[src/rtl/mem_port_arbiter.sv]
// Shares the core's single SRAM-like memory port between fetch and load/store traffic.
// Define ARB_RR_EN for round-robin tie-breaking; the default build gives data fixed priority.
module mem_port_arbiter #(
    parameter int unsigned ADDR_W = 32,
    parameter int unsigned DATA_W = 32
) (
    input  logic              clk_i,
    input  logic              rst_i,

    input  logic              inst_req_i,
    input  logic [ADDR_W-1:0] inst_addr_i,
    output logic              inst_addr_ok_o,
    output logic              inst_data_ok_o,
    output logic [DATA_W-1:0] inst_rdata_o,

    input  logic              data_req_i,
    input  logic              data_wr_i,
    input  logic [1:0]        data_size_i,
    input  logic [ADDR_W-1:0] data_addr_i,
    input  logic [DATA_W-1:0] data_wdata_i,
    output logic              data_addr_ok_o,
    output logic              data_data_ok_o,
    output logic [DATA_W-1:0] data_rdata_o,

    output logic              bus_req_o,
    output logic              bus_wr_o,
    output logic [1:0]        bus_size_o,
    output logic [ADDR_W-1:0] bus_addr_o,
    output logic [DATA_W-1:0] bus_wdata_o,
    input  logic              bus_addr_ok_i,
    input  logic              bus_data_ok_i,
    input  logic [DATA_W-1:0] bus_rdata_i,

    output logic              stall_from_if_o,
    output logic              stall_from_mem_o,
    output logic              proto_err_o
);

    typedef enum logic [1:0] {
        StIdle = 2'd0,
        StAddr = 2'd1,
        StData = 2'd2
    } state_e;

    typedef enum logic {
        OwnInst = 1'b0,
        OwnData = 1'b1
    } owner_e;

    state_e            state_q, state_d;
    owner_e            owner_q, owner_d;
    logic              bus_wr_q, bus_wr_d;
    logic [1:0]        bus_size_q, bus_size_d;
    logic [ADDR_W-1:0] bus_addr_q, bus_addr_d;
    logic [DATA_W-1:0] bus_wdata_q, bus_wdata_d;
    logic              proto_err_q, proto_err_d;

    logic grant_window;
    logic grant_now;
    logic data_on_tie;
    logic pick_data;
    logic addr_hs;
    logic data_hs;
    logic busy;

    // Arbitration happens in IDLE, or alongside the response so the next request has no bubble.
    assign grant_window = (state_q == StIdle) || ((state_q == StData) && bus_data_ok_i);
    assign grant_now    = grant_window && (inst_req_i || data_req_i);

`ifdef ARB_RR_EN
    owner_e last_grant_q, last_grant_d;

    assign data_on_tie = (last_grant_q == OwnInst);

    always_comb begin
        last_grant_d = last_grant_q;
        if (grant_now) begin
            last_grant_d = pick_data ? OwnData : OwnInst;
        end
    end

    always_ff @(posedge clk_i or posedge rst_i) begin
        if (rst_i) begin
            last_grant_q <= OwnInst;
        end else begin
            last_grant_q <= last_grant_d;
        end
    end
`else
    assign data_on_tie = 1'b1;
`endif

    assign pick_data = data_req_i && (!inst_req_i || data_on_tie);

    always_comb begin
        state_d     = state_q;
        owner_d     = owner_q;
        bus_wr_d    = bus_wr_q;
        bus_size_d  = bus_size_q;
        bus_addr_d  = bus_addr_q;
        bus_wdata_d = bus_wdata_q;

        unique case (state_q)
            StIdle: state_d = StIdle;
            StAddr: begin
                if (bus_addr_ok_i) begin
                    state_d = StData;
                end
            end
            StData: begin
                if (bus_data_ok_i) begin
                    state_d = StIdle;
                end
            end
            default: state_d = StIdle;
        endcase

        if (grant_now) begin
            state_d = StAddr;
            if (pick_data) begin
                owner_d     = OwnData;
                bus_wr_d    = data_wr_i;
                bus_size_d  = data_size_i;
                bus_addr_d  = data_addr_i;
                bus_wdata_d = data_wdata_i;
            end else begin
                // Fetches are always word reads.
                owner_d     = OwnInst;
                bus_wr_d    = 1'b0;
                bus_size_d  = 2'd2;
                bus_addr_d  = inst_addr_i;
                bus_wdata_d = '0;
            end
        end
    end

    // A response with no transaction in flight means the bus side is out of step.
    assign proto_err_d = proto_err_q || (bus_data_ok_i && (state_q != StData));

    always_ff @(posedge clk_i or posedge rst_i) begin
        if (rst_i) begin
            state_q     <= StIdle;
            owner_q     <= OwnInst;
            bus_wr_q    <= 1'b0;
            bus_size_q  <= 2'd0;
            bus_addr_q  <= '0;
            bus_wdata_q <= '0;
            proto_err_q <= 1'b0;
        end else begin
            state_q     <= state_d;
            owner_q     <= owner_d;
            bus_wr_q    <= bus_wr_d;
            bus_size_q  <= bus_size_d;
            bus_addr_q  <= bus_addr_d;
            bus_wdata_q <= bus_wdata_d;
            proto_err_q <= proto_err_d;
        end
    end

    assign addr_hs = (state_q == StAddr) && bus_addr_ok_i;
    assign data_hs = (state_q == StData) && bus_data_ok_i;
    assign busy    = (state_q != StIdle);

    assign bus_req_o   = (state_q == StAddr);
    assign bus_wr_o    = bus_wr_q;
    assign bus_size_o  = bus_size_q;
    assign bus_addr_o  = bus_addr_q;
    assign bus_wdata_o = bus_wdata_q;

    assign inst_addr_ok_o = addr_hs && (owner_q == OwnInst);
    assign data_addr_ok_o = addr_hs && (owner_q == OwnData);
    assign inst_data_ok_o = data_hs && (owner_q == OwnInst);
    assign data_data_ok_o = data_hs && (owner_q == OwnData);

    assign inst_rdata_o = bus_rdata_i;
    assign data_rdata_o = bus_rdata_i;

    assign stall_from_if_o  = (inst_req_i || ((owner_q == OwnInst) && busy)) && !inst_data_ok_o;
    assign stall_from_mem_o = (data_req_i || ((owner_q == OwnData) && busy)) && !data_data_ok_o;

    assign proto_err_o = proto_err_q;

endmodule

[config.mk]
export PLATFORM = sky130hd
export DESIGN_NAME = mem_port_arbiter
export DESIGN_NICKNAME = d
export VERILOG_FILES = /design/src/rtl/mem_port_arbiter.sv
export SDC_FILE = /design/constraint.sdc
export NUM_CORES = 1
export LEC_CHECK = 0
export ABC_AREA = 1
export BUFFER_PORTS_ARGS = -buffer_cell sky130_fd_sc_hd__buf_2
export CELL_PAD_IN_SITES_DETAIL_PLACEMENT = 0
export CELL_PAD_IN_SITES_GLOBAL_PLACEMENT = 2
export CORE_UTILIZATION = 18
export DETAILED_ROUTE_END_ITERATION = 8
export GPL_TIMING_DRIVEN = 0
export PLACE_DENSITY_LB_ADDON = 0.1
export REMOVE_ABC_BUFFERS = 1
export SKIP_LAST_GASP = 1
export SLEW_MARGIN = 20
export SYNTH_ARGS = -nofsm -noshare
export SYNTH_HDL_FRONTEND = slang
export SYNTH_SLANG_ARGS = --single-unit
[constraint.sdc]
create_clock -name clk_i -period 2.4 [get_ports clk_i]
set_input_delay 0.48 -clock clk_i [delete_from_list [all_inputs] [get_ports clk_i]]
set_output_delay 0.48 -clock clk_i [all_outputs]
set_load 0.03 [all_outputs]
After elaboration in Yosys (flattened, before gate mapping). Cells that the tools add are included.

Bits in registers: 71. Output and inout bits: 139. Logic and storage cells: 44.

Eq/ne operators: 5. Muxes and demuxes: 9. Bitwise logic cells: 1. Reduce and logical (&&, ||, !) cells: 22.

Operator list (count): $mux 32 (2); $logic_and 1x1->1 (12); $mux 2 (4); $logic_or 1x1->1 (5); $pmux 2 s2 (1); $ne 3x1->1 const B (1); $ne 3x3->1 const B (1); $eq 2x1->1 const B (1); $eq 2x2->1 const B (1); $logic_not 1->1 (2); $logic_not 2->1 (1); $mux 1 (2); $ne 2x2->1 const B (1); $reduce_and 2->1 (1); $reduce_bool 2->1 (1); $not 1->1 (1).

Longest topological paths before layout. Gate-level depths: netlist (run 1).

Word-level depth: 6. Gate-level depth with buffers: 8.

Worst setup path after synthesis (run 1). No wires, ideal clock.

Kind: register to output. Start point: reg state_q[0]. End point: out data_addr_ok_o. Arrival: 1650 ps. Path slack: 270 ps. Cell stages (with the launch flop): 6. Buffers on the path: 1. Cell sequence: dfrtp_1 > inv_1 > buf_2 > nor2_1 > nand2_1 > nor2_1.

Cells in the longest elaborated chain, start to end: 3.

Ends and longest elaborated chain: from (decl) (RTL line 50) `state_e state_q, state_d;`; from (signal assigned) (RTL line 142) `state_q <= StIdle;`; from (signal assigned) (RTL line 150) `state_q <= state_d;`; $eq 2x1->1; named net bus_req_o (RTL line 25) `output logic bus_req_o,`; $logic_and 1x1->1 (RTL line 160) `assign addr_hs = (state_q == StAddr) && bus_addr_ok_i;`; $logic_and 1x1->1 (RTL line 171) `assign data_addr_ok_o = addr_hs && (owner_q == OwnData);`; to (decl) (RTL line 21) `output logic data_addr_ok_o,`.

The timed path passes the listed nets, and every way through them passes these cells.

Worst setup path in the final report (run 1).
Start point: reg state_q[0]. End point: out stall_from_mem_o.

Cells in the longest elaborated chain, start to end: 5. Elaborated cells on any way between the ends: 8. Classes of those cells: eq/ne: 1; reduce/logical: 7.

Ends and longest elaborated chain: $eq 2x2->1 (RTL line 161) `assign data_hs = (state_q == StData) && bus_data_ok_i;`; $logic_and 1x1->1 (RTL line 161); $logic_and 1x1->1 (RTL line 173) `assign data_data_ok_o = data_hs && (owner_q == OwnData);`; $logic_not 1->1 (RTL line 179) `assign stall_from_mem_o = (data_req_i || ((owner_q == OwnData) && busy)) && !data_data_ok_o;`; $logic_and 1x1->1 (*) (RTL line 179); to (decl) (RTL line 35) `output logic stall_from_mem_o,`.

Mark *: on every way between the ends. The rest lies on a longest branch, timed or not.

==> results by stage, run 1 <==
Worst setup path:
- On the worst path, the slowest cell contributes a delay of between 400 and 500 ps.
- The required time of the critical path is 1920 ps.
- The critical-path maximum fanout is 41.
- For the worst setup path, the data arrival time is approximately 1700 ps.
- The sort of element at the start of the critical path is a flop.
- The worst setup path is captured at an output port.
- The number of buffer and inverter instances along the worst setup path is 2.
- Among cell families on the critical path, the largest total delay comes from buffers and inverters.
- The critical path in this run is classified as reg2out.
- Walking the worst path, the cells encountered are inv_6 -> nand2_1 -> a21oi_1 -> nor2_1 -> buf_2.
- For this design, the slowest cell found on the critical path is sky130_fd_sc_hd__dfrtp_1.

STA:
- Setup violations remaining at the end of the flow were counted as 0.
- The total count of hold-check failures in the final report was 0.
- For the finished layout, the period the worst path requires is 2200 ps.
- The post-route clock period utilization is around nine tenths.
- The pin slew with the least headroom to its limit is 918 ps.
- Setup repair after global routing left no endpoint under its margin.
- Measured against its own limit, the worst slew margin works out to 38.6%.
- Based on the critical path, the design can be clocked at up to 454 MHz.
- The final-report max-slew violation count is 0.
- On the final layout, the worst clock skew is 5.84 ps.
- The minimum hold slack is 185 ps.

Detailed routing:
- The number of optimization iterations in the first detailed-route pass is 5.
- After the first detailed-routing iteration, the DRC count stood at 128.
- The total via count after detailed routing is 3565.
- The sum of routed wire length over all layers is 15.3 mm.
- The DRC violation count after routing is 0.
- After detailed routing, the average wire length per cell comes to 17.6 µm.
- Using the TritonRoute via totals, the vias-per-cell ratio works out to just over 4.
- The number of nets with antenna violations after routing is 0.

Floorplan:
- The core region is ~20000 µm².
- The width of the chip is 148 µm.
- The count of standard-cell rows is 52.
- The overall die height is 148 µm.
- The overall die area is 21800 µm².
- The number of ports placed on the die boundary is 276.
- The initial core utilization is 18.6%.

GRT:
- Entering global routing, the biggest net connects 71 pins.
- The number of antenna violations at the first check in global routing is 0.
- For this run the aggregate overflow at the end of global routing stands at 0.
- The global-route wire length before repair is between 20 and 25 mm.
- The global router's overall resource usage is 14.2%.
- The number of global-route vias before repair came to 3589.

Clock network:
- The register clock-pin slew on the reported worst setup and hold paths is 60 ps.
- For this design, the sink count on the clock tree is 71.
- The maximum count of clock buffers along a single path is 2.
- Hold repair after CTS inserted 0 buffers.
- Buffers inserted during clock tree synthesis total 9.
- TritonCTS built the clock tree.
- The maximum level of the CTS H-tree is 3.
- The clock latency reported for the late side of the worst-skew pair is 340 ps.
- The root buffer cell is sky130_fd_sc_hd__clkbuf_16.
- The number of setup buffers added after CTS is 0.

Outcome:
- The flow ran to the end, and the final reports show no timing, DRC or antenna violations.

Finish:
- At the end of the flow, the number of nets in the layout was around 730.
- The area growth from synthesis to layout is 25.8%.
- The library cells used most frequently in the layout, excluding fill and tap cells, are sky130_fd_sc_hd__nand2_1 (237), sky130_fd_sc_hd__buf_2 (178), sky130_fd_sc_hd__dfrtp_1 (71).
- 0 antenna diodes ended up in the layout.
- The leading cell type in the layout, fill and taps excluded is sky130_fd_sc_hd__nand2_1.
- The final-layout fill cell count is about 2.3k.
- The post-route netlist has between 30 and 40% of its cells at a drive strength greater than 1.
- The design area is 4800 µm².

Logic synthesis:
- The cell count after synthesis is 495.
- The post-synthesis instance area is 3820 µm².
- Sequential elements use 46.6% of the synthesized area.
- Summing the areas of all fa, ha and maj instances in the mapped netlist gives 0% of the synthesized area.
- Summing the areas of all compound-gate instances in the mapped netlist gives under 10% of the synthesized area.
- By area, the combinational part of the netlist is dominated by simple AND/OR/NAND/NOR gates.
- The post-synthesis cell type count is 20.
- Averaged over all synthesized cells, the footprint is 7.71 µm².
- The post-synthesis xor/xnor area fraction is 0%.
- The count of yosys warnings during synthesis is 0.
- Of the total synthesized cell area, the portion taken by AND, OR, NAND and NOR gates is a little over a third.
- The multiplexer area fraction after synthesis is 0%.
- After synthesis the netlist holds a flip-flop and latch count of about 70.

Placement:
- The post-DP HPWL is around 9.9 mm.
- At the end of routability-driven placement, the weighted congestion stood at 0.684.
- Input and output buffers added on the ports amount to around 180.
- Once placement finished, the instance area stood at 4460 µm².

Power and ir drop:
- The leakage component of the power is 2.75 nW.
- The power density over the cells is about 1300 nW/µm².
- VDD sags by at most 249 µV.

Hold path:
- The path category of the worst min-delay check is in2async.

Run:
- The number of max-cap violations is 0.
==> kinds of logic after synthesis <==
kind of cell	count (synthesis)
DFF	71
buffers and inverters	103
AOI/OAI and AO/OA	6
and+or+nand+nor	315
==> synthesized netlist by cell type <==
master | instances | area share (%)
sky130_fd_sc_hd__buf_2 | 21 | 2.8
sky130_fd_sc_hd__nand2_1 | 237 | 23
sky130_fd_sc_hd__buf_4 | 64 | 13
sky130_fd_sc_hd__a21oi_2 | 1 | 0.23
sky130_fd_sc_hd__buf_6 | 2 | 0.59
sky130_fd_sc_hd__o21bai_1 | 1 | 0.20
sky130_fd_sc_hd__clkbuf_1 | 7 | 0.69
sky130_fd_sc_hd__dfrtp_1 | 71 | 47
sky130_fd_sc_hd__o31ai_1 | 1 | 0.20
sky130_fd_sc_hd__nor2_1 | 8 | 0.79
sky130_fd_sc_hd__o21ai_0 | 1 | 0.13
sky130_fd_sc_hd__inv_1 | 7 | 0.69
sky130_fd_sc_hd__a21oi_1 | 2 | 0.26
sky130_fd_sc_hd__nand3_1 | 33 | 4.3
sky130_fd_sc_hd__inv_2 | 1 | 0.098
sky130_fd_sc_hd__nand3_4 | 1 | 0.46
sky130_fd_sc_hd__nand2_4 | 1 | 0.30
sky130_fd_sc_hd__buf_1 | 1 | 0.098
sky130_fd_sc_hd__nand2_2 | 1 | 0.16
sky130_fd_sc_hd__nand4_1 | 34 | 5.6
==> state kept, by name, indices dropped and copies added, names as in the netlist <==
signal and cells:
bus_wdata_o 32, proto_err_o 1, bus_addr_o 32, owner_q 1
state_q 2, bus_wr_o 1, bus_size_o 2
==> cell type report <==
type	instances	area [µm²]	share of cell area [%]
sequential	71	1780	37.0
clock buffer	13	250	5.21
clock inverter	3	18.8	0.391
inverter	8	40.0	0.834
multi-input combinational	324	1440	30.0
tap	270	338	7.04
timing repair buffer	181	937	19.5
==> per-stage QoR <==
stage	utilization, %	worst slack (ps)	total power, mW	std cells	TNS [ps]
after floorplan	-	8.79	3.99	400	0
after global placement	21.5	-1860	5.13	849	-211550
after detailed placement	21.8	-1180	5.16	851	-80440
after CTS	23.4	89.6	6.59	870	0
after global routing	23.4	112	6.95	870	0
final	23.4	198	6.45	870	0
==> worst paths after layout <==
check | start | endpoint | slack [ps] | depth (start not counted)
setup / recovery | state_q[0] | stall_from_mem_o | 200 | 5
max in group asynchronous | rst_i | bus_addr_o[25] | 1620 | 3
setup reg to reg | state_q[1] | bus_addr_o[30] | 420 | 4
hold / removal | rst_i | bus_size_o[0] | 190 | 2
min in group clk_i | bus_addr_ok_i | state_q[0] | 340 | 2
hold reg to reg | bus_wr_o | bus_wr_o | 470 | 2
==> power by group <==
part           switching (mW)  internal [mW]  total (mW)
Combinational            2.36          0.820        3.18
Clock                   0.531          0.728        1.26
Sequential              0.290           1.72        2.01
==> layer usage <==
layer | GRT usage [%] | share of wire (%) | vias to the layer above
li1 | - | - | 1720
met1 | 18.3 | 45 | 1593
met2 | 18.5 | 39 | 231
met3 | 8.58 | 14 | 17
met4 | 4.90 | 1.4 | 4
met5 | 5.45 | 0.79 | -
==> repair_timing <==
item                       CTS  global route
gates resized for setup      6             3
pin swaps                    1             0
setup endpoints to repair   71             5
cloned                       3             0
Note: power is estimated with default switching activity, not from simulation.
==> run 2, diff against run 1 <==
--- a/config.mk
+++ b/config.mk
@@ -12,7 +12,7 @@
 export CORE_UTILIZATION = 18
 export DETAILED_ROUTE_END_ITERATION = 8
 export GPL_TIMING_DRIVEN = 0
-export PLACE_DENSITY_LB_ADDON = 0.1
+export PLACE_DENSITY = 0.77
 export REMOVE_ABC_BUFFERS = 1
 export SKIP_LAST_GASP = 1
 export SLEW_MARGIN = 20
==> run 2 against run 1 <==
Net effect:
- maximum frequency is 0.61% lower
- worst hold slack worse by 53 ps
- routed wire length is 3.0% lower
- critical endpoint unchanged
- critical path type unchanged
- via count is 1.3% higher
- cell count is 0.11% lower
- clock-buffer cell count is 2 lower
- sequential share of layout area is 0.31 points lower
- sequential cell count stayed put
==> results by stage, run 2 (synthesis results as in run 1) <==
Outcome:
- Outcome: completed (unchanged).

Detailed routing:
- The sum of routed wire length over all layers is 14.9 mm (was 15.3 mm).
- The number of nets with antenna violations after routing is 0 (unchanged).
- The routed length per placed instance was 17.1 µm (was 17.6 µm).
- The initial detailed-routing violation count is 107 (was 128).
- The total via count after detailed routing is 3610 (was 3565).
- The DRC violation count after routing is 0 (unchanged).
- The routed via count divided by cell count is 4.15 (was 4.10).
- The number of optimization iterations in the first detailed-route pass is 4 (was 5).

Finish:
- Most used cells in the layout excluding fill and tap cells: sky130_fd_sc_hd__nand2_1 (237), sky130_fd_sc_hd__buf_2 (178), sky130_fd_sc_hd__dfrtp_1 (71) (unchanged).
- The area growth from synthesis to layout was 26.9% (was 25.8%).
- The leading cell type in the layout, fill and taps excluded is sky130_fd_sc_hd__nand2_1 (unchanged).
- The net count of the finished layout is 731 (was 732).
- The final-layout fill cell count is 2310 (was 2334).
- The count of inserted antenna diode cells is 0 (unchanged).
- The number of standard cells in the layout, taps in and fillers out is 869 (was 870).
- The share of cells above drive strength 1 came to 34.4% (was 34.0%).

STA:
- The time the final worst path needs with I/O delays and setup is 2220 ps (was 2200 ps).
- The total count of hold-check failures in the final report was 0 (unchanged).
- The pin slew with the least headroom to its limit is 931 ps (was 918 ps).
- The post-route clock period utilization was 92.3% (was 91.8%).
- Unrepaired setup endpoints after global routing: no (unchanged).
- The setup violation total in the final timing report is 0 (unchanged).
- The maximum clock rate is 451 MHz (was 454 MHz).
- The worst-case headroom to the max-slew limit was 37.7% (was 38.6%).
- The minimum hold slack is 133 ps (was 185 ps).
- The final-report max-slew violation count is 0 (unchanged).
- The final setup slack of the worst path is 184 ps (was 198 ps).
- The post-route clock skew is 3.96 ps (was 5.84 ps).

Placement:
- The worst setup slack after placement is -1060 ps (was -1180 ps).
- The post-DP HPWL is 9.79 mm (was 9.95 mm).
- The global placement routability congestion is 0.716 (was 0.684).
- The cell count after placement is 851 (unchanged).
- The number of buffers inserted by port buffering is 179 (unchanged).

Floorplan:
- The width of the chip is 148 µm (unchanged).
- The number of ports placed on the die boundary is 276 (unchanged).
- The overall die area is 21800 µm² (unchanged).
- The initial core utilization is 18.6% (unchanged).
- The overall die height is 148 µm (unchanged).
- The total core area is 20500 µm² (unchanged).
- The count of standard-cell rows was 52 (unchanged).

Worst setup path:
- The critical-path maximum fanout is 40 (was 41).
- The reg2reg setup slack is 190 ps (was 420 ps).
- The master of the slowest instance on the critical path is sky130_fd_sc_hd__dfrtp_1 (unchanged).
- The type of destination of the critical path is an output port (unchanged).
- The kind of critical path is reg2out (unchanged).
- The worst flop-to-flop path endpoint was bus_wdata_o[18] (was bus_addr_o[30]).
- The number of buffer and inverter instances along the worst setup path is 2 (unchanged).
- The arrival time of the worst setup path is 1740 ps (was 1720 ps).
- The sort of element at the start of the critical path is a flop (unchanged).
- The required time of the critical path came to 1920 ps (about the same).
- The critical path endpoint is stall_from_mem_o (unchanged).
- The critical path launch point is state_q[0] (unchanged).
- The family with the most delay on the worst path is buffers and inverters (unchanged).
- The reg-to-reg startpoint was state_q[1] (unchanged).
- The number of cells on the critical path is 5 (unchanged).
- The number of cells traversed by the worst register-to-register path is 4 (unchanged).
- The highest cell delay on the worst timing path is 450 ps (was 470 ps).
- Cells traversed along the worst timing path: inv_4 -> nand2_1 -> a21oi_1 -> nor2_1 -> buf_2 (was inv_6 -> nand2_1 -> a21oi_1 -> nor2_1 -> buf_2).

Hold path:
- The path category of the worst min-delay check was in2async (unchanged).

Clock network:
- The root buffer cell is sky130_fd_sc_hd__clkbuf_16 (unchanged).
- The number of clock sinks is 71 (unchanged).
- The total CTS buffers came to 9 (unchanged).
- The hold buffer count at CTS came to 0 (unchanged).
- The maximum level of the CTS H-tree is 3 (unchanged).
- The clock latency reported for the late side of the worst-skew pair is 330 ps (was 340 ps).
- The CTS tree is built (unchanged).
- The register clock-pin slew on the reported worst setup and hold paths is 60 ps (about the same).
- The maximum count of clock buffers along a single path is 2 (unchanged).

GRT:
- The global router's overall resource usage is 13.2% (was 14.2%).
- The total congestion overflow is 0 (unchanged).
- The largest net degree at the start of global routing came to 71 (unchanged).
- The global-route wire length before repair is 21.4 mm (was 22.6 mm).
- The number of antenna violations at the first check in global routing was 0 (unchanged).
- The number of global-route vias before repair is 3470 (was 3589).

Power and ir drop:
- The power density over the cells came to 1360 nW/µm² (was 1340 nW/µm²).
- The leakage component of the power is 2.77 nW (was 2.75 nW).
- The overall power is 6.60 mW (was 6.45 mW).
- The maximum ir drop on the vdd rail was 331 µV (was 249 µV).

Run:
- The number of max-cap violations is 0 (unchanged).
run 2: cell types whose count changed in the layout (fill, tap and decap cells not counted):
cell / previous run / this run
sky130_fd_sc_hd__bufinv_16: 0 / 1
sky130_fd_sc_hd__buf_16: 0 / 2
sky130_fd_sc_hd__buf_12: 1 / 0
sky130_fd_sc_hd__clkinvlp_4: 0 / 1
sky130_fd_sc_hd__clkbuf_8: 1 / 2
sky130_fd_sc_hd__nand3_4: 4 / 3
sky130_fd_sc_hd__inv_6: 1 / 0
sky130_fd_sc_hd__buf_8: 1 / 0
sky130_fd_sc_hd__inv_4: 2 / 3
sky130_fd_sc_hd__clkbuf_1: 3 / 0
run 2: what timing repair did:
item                       4_1_cts  5_1_grt
setup endpoints to repair       71       69
resized for setup                3        4
pin swaps                        0        2
cloned                           1        1
setup buffers                    0        0
run 2: where the power goes:
part	switching, mW	internal, mW
clock network	0.537	0.860
logic	2.36	0.834
registers	0.293	1.72
total	3.19	3.42
run 2: routing by layer:
| layer | GRT usage, % | up-vias | part of all wire (%) |
|---|---|---|---|
| met1 | 17.6 | 1640 | 47 |
| met2 | 16.5 | 241 | 37 |
| met4 | 4.38 | 5 | 1.2 |
| met3 | 8.21 | 14 | 14 |
| li1 | - | 1710 | - |
| met5 | 5.68 | - | 0.89 |
run 2: stage by stage:
step	util [%]	TNS, ps	instance area (µm²)
after floorplan	-	0	3180
after global placement	21.5	-193640	4410
after detailed placement	21.9	-71680	4480
after CTS	23.5	-7720	4810
after global routing	23.6	0	4840
final	23.6	0	4840
run 2: how the worst min path moves through the flow:
| stage | to | cells past startpoint | from | slack, ps |
|---|---|---|---|---|
| 4_1_cts | bus_addr_o[13] | 2 | rst_i | 130 |
| 2_1_floorplan | state_q[1] | 1 | state_q[0] | 500 |
| 3_5_place_dp | bus_wdata_o[5] | 2 | bus_wdata_o[5] | 450 |
| 3_3_place_gp | bus_wdata_o[26] | 2 | bus_wdata_o[26] | 450 |
| 6_report | bus_addr_o[13] | 2 | rst_i | 130 |
| 5_1_grt | bus_addr_o[13] | 2 | rst_i | 160 |
run 2: area by class of cell:
type / instances / area, µm² / area share, %
Tap cell: 270 / 338 / 6.98
Timing Repair Buffer: 181 / 957 / 19.8
Sequential cell: 71 / 1780 / 36.7
Clock buffer: 11 / 253 / 5.22
Inverter: 8 / 37.5 / 0.775
Multi-Input combinational cell: 323 / 1420 / 29.4
Clock inverter: 5 / 56.3 / 1.16
==> run 3, diff against run 2 <==
--- a/config.mk
+++ b/config.mk
@@ -6,7 +6,7 @@
 export NUM_CORES = 1
 export LEC_CHECK = 0
 export ABC_AREA = 1
-export BUFFER_PORTS_ARGS = -buffer_cell sky130_fd_sc_hd__buf_2
+export BUFFER_PORTS_ARGS = -buffer_cell sky130_fd_sc_hd__buf_4
 export CELL_PAD_IN_SITES_DETAIL_PLACEMENT = 0
 export CELL_PAD_IN_SITES_GLOBAL_PLACEMENT = 2
 export CORE_UTILIZATION = 18
==> run 3 against run 2 <==
Net effect:
- combinational power up 12%
- utilization grew 2.2 points
- routed wire length rose by 3.1%
- sequential cell count unchanged
- cell count grew 0.12%
- sequential share of layout area decreased by 3.1 points
- clock power down 4%
==> results by stage, run 3 (synthesis results as in run 1) <==
Clock network:
- The hold buffer count at CTS came to 0 (unchanged).
- The CTS tree was built (unchanged).
- The register clock-pin slew on the reported worst setup and hold paths came to 60 ps (about the same).
- The total CTS buffers was 9 (unchanged).
- The maximum level of the CTS H-tree is 3 (unchanged).
- The root buffer cell is sky130_fd_sc_hd__clkbuf_16 (unchanged).
- The number of buffers added for setup after CTS is 0 (unchanged).
- The number of clock sinks was 71 (unchanged).
- The clock latency reported for the late side of the worst-skew pair is 340 ps (was 330 ps).
- The maximum count of clock buffers along a single path came to 2 (unchanged).

Finish:
- Most used cells in the layout excluding fill and tap cells: sky130_fd_sc_hd__nand2_1 (237), sky130_fd_sc_hd__buf_4 (178), sky130_fd_sc_hd__dfrtp_1 (71) (was sky130_fd_sc_hd__nand2_1 (237), sky130_fd_sc_hd__buf_2 (178), sky130_fd_sc_hd__dfrtp_1 (71)).
- The share of cells above drive strength 1 is 34.3% (was 34.4%).
- The design area came to 5290 µm² (was 4840 µm²).
- The count of inserted antenna diode cells was 0 (unchanged).
- The combined area of the multi-input logic cells came to 1440 µm² (was 1420 µm²).
- The area growth from synthesis to layout is 38.5% (was 26.9%).
- The final-layout fill cell count came to 2308 (was 2310).
- The number of standard cells in the layout, taps in and fillers out is 870 (was 869).
- The final standard cell utilization of the core is 25.8% (was 23.6%).
- The sequential cell area in the final layout is 1780 µm² (unchanged).
- The leading cell type in the layout, fill and taps excluded is sky130_fd_sc_hd__nand2_1 (unchanged).
- The net count of the finished layout is 732 (was 731).

Placement:
- The number of buffers inserted by port buffering is 179 (unchanged).
- The cell count after placement is 851 (unchanged).
- The area after detailed placement came to 4920 µm² (was 4480 µm²).
- The global placement routability congestion is 0.712 (was 0.716).
- The post-DP HPWL is 9.96 mm (was 9.79 mm).

STA:
- The pin slew with the least headroom to its limit is 915 ps (was 931 ps).
- The worst-case headroom to the max-slew limit came to 38.8% (was 37.7%).
- The final-report max-slew violation count is 0 (unchanged).
- The total count of hold-check failures in the final report came to 0 (unchanged).
- The maximum clock rate is 445 MHz (was 451 MHz).
- Unrepaired setup endpoints after global routing: no (unchanged).
- The setup violation total in the final timing report is 0 (unchanged).
- The time the final worst path needs with I/O delays and setup is 2250 ps (was 2220 ps).
- The final-layout setup total negative slack is 0 ps (unchanged).
- The post-route clock period utilization came to 93.6% (was 92.3%).
- The post-route clock skew came to 8.40 ps (was 3.96 ps).

Detailed routing:
- The DRC violation count after routing is 0 (unchanged).
- The routed via count divided by cell count was 4.13 (was 4.15).
- The number of optimization iterations in the first detailed-route pass is 4 (unchanged).
- The sum of routed wire length over all layers is 15.3 mm (was 14.9 mm).
- The routed length per placed instance came to 17.6 µm (was 17.1 µm).
- The total via count after detailed routing is 3589 (was 3610).
- The number of nets with antenna violations after routing is 0 (unchanged).
- The initial detailed-routing violation count is 178 (was 107).

GRT:
- The global-route wire length before repair is 22.8 mm (was 21.4 mm).
- The number of antenna violations at the first check in global routing is 0 (unchanged).
- The global routing usage on met2 came to 18.4% (was 16.5%).
- The routing layer with the top usage in global route was met1 (unchanged).
- The met3 usage is 8.06% (was 8.21%).
- The number of global-route vias before repair was 3606 (was 3470).
- The total congestion overflow came to 0 (unchanged).
- The global-route met1 utilization is 18.8% (was 17.6%).
- The global router's overall resource usage is 14.1% (was 13.2%).
- The largest net degree at the start of global routing is 71 (unchanged).

Worst setup path:
- The master of the slowest instance on the critical path is sky130_fd_sc_hd__dfrtp_1 (unchanged).
- The arrival time of the worst setup path is 1770 ps (was 1740 ps).
- The number of cells traversed by the worst register-to-register path is 4 (unchanged).
- The critical path launch point is state_q[0] (unchanged).
- The critical path endpoint is stall_from_if_o (was stall_from_mem_o).
- Cells traversed along the worst timing path: inv_4 -> nand2_1 -> a21oi_1 -> nor2_1 -> buf_4 (was inv_4 -> nand2_1 -> a21oi_1 -> nor2_1 -> buf_2).
- The reg-to-reg startpoint is state_q[1] (unchanged).
- The critical-path maximum fanout is 41 (was 40).
- The type of destination of the critical path is an output port (unchanged).
- The worst flop-to-flop path endpoint is bus_wdata_o[29] (was bus_wdata_o[18]).
- The reg2reg setup slack is 370 ps (was 190 ps).
- The required time of the critical path is 1920 ps (about the same).
- The highest cell delay on the worst timing path is 450 ps (about the same).
- The kind of critical path is reg2out (unchanged).
- The sort of element at the start of the critical path is a flop (unchanged).

Floorplan:
- The total core area is 20500 µm² (unchanged).
- The initial core utilization is 18.6% (unchanged).
- The number of ports placed on the die boundary is 276 (unchanged).
- The count of standard-cell rows is 52 (unchanged).
- The overall die area was 21800 µm² (unchanged).
- The overall die height was 148 µm (unchanged).
- The width of the chip is 148 µm (unchanged).

Hold path:
- The path category of the worst min-delay check is in2async (unchanged).

Power and ir drop:
- The overall power is 6.97 mW (was 6.60 mW).
- The power density over the cells came to 1320 nW/µm² (was 1360 nW/µm²).
- The leakage component of the power is 2.90 nW (was 2.77 nW).
- The maximum ir drop on the vdd rail is 388 µV (was 331 µV).

Outcome:
- Outcome: completed (unchanged).

Run:
- The number of max-cap violations is 0 (unchanged).
## run 3: cell types whose count changed in the layout (fill, tap and decap cells not counted), sizes merged
cell,delta
nand3,+1
clkbuf,-1
clkinv,+1
## run 3: critical path, delay by kind of cell (launching register included)
family	cells	cell delay [ps]
buffers and inverters	2	600
flip-flops	1	450
AND/OR/NAND/NOR	2	210
AO/OA/AOI/OAI	1	160
## run 3: layout make-up
cell class / count / area share (%)
Multi-Input combinational cell: 324 / 27.2
Clock buffer: 10 / 4.33
Clock inverter: 6 / 1.16
Timing Repair Buffer: 181 / 26.5
Tap cell: 270 / 6.39
Inverter: 8 / 0.710
Sequential cell: 71 / 33.6
## run 3: how the worst min path moves through the flow
| stage | slack [ps] | end | cells past startpoint | startpoint |
|---|---|---|---|---|
| 6_report | 130 | bus_addr_o[13] | 2 | rst_i |
| 5_1_grt | 160 | bus_addr_o[12] | 2 | rst_i |
| 4_1_cts | 130 | bus_addr_o[13] | 2 | rst_i |
| 3_5_place_dp | 460 | bus_wdata_o[2] | 2 | bus_wdata_o[2] |
| 3_3_place_gp | 460 | bus_wdata_o[31] | 2 | bus_wdata_o[31] |
| 2_1_floorplan | 500 | state_q[1] | 1 | state_q[0] |
## run 3: where the power goes
| part | internal [mW] | switching (mW) |
|---|---|---|
| clock | 0.802 | 0.538 |
| combinational | 1.19 | 2.38 |
| sequential | 1.72 | 0.329 |
## run 3: per-stage QoR
stage	hold slack, ps	worst slack (ps)
floorplan	505	8.79
global placement	455	-1160
detailed placement	459	-1110
CTS	134	94.3
global route	158	15.1
finish	131	154
## run 3: repair_timing
item / 4_1_cts / 5_1_grt
resized for setup: 6 / 2
cloned: 3 / 0
setup endpoints to repair: 71 / 6
hold endpoints to repair: 0 / 0
## run 3: metal layers
| metal | part of all wire, % | wire length (µm) |
|---|---|---|
| met1 | 45 | 6970 |
| met5 | 0.80 | 123 |
| met3 | 13 | 1980 |
| met2 | 39 | 6030 |
| met4 | 1.5 | 223 |
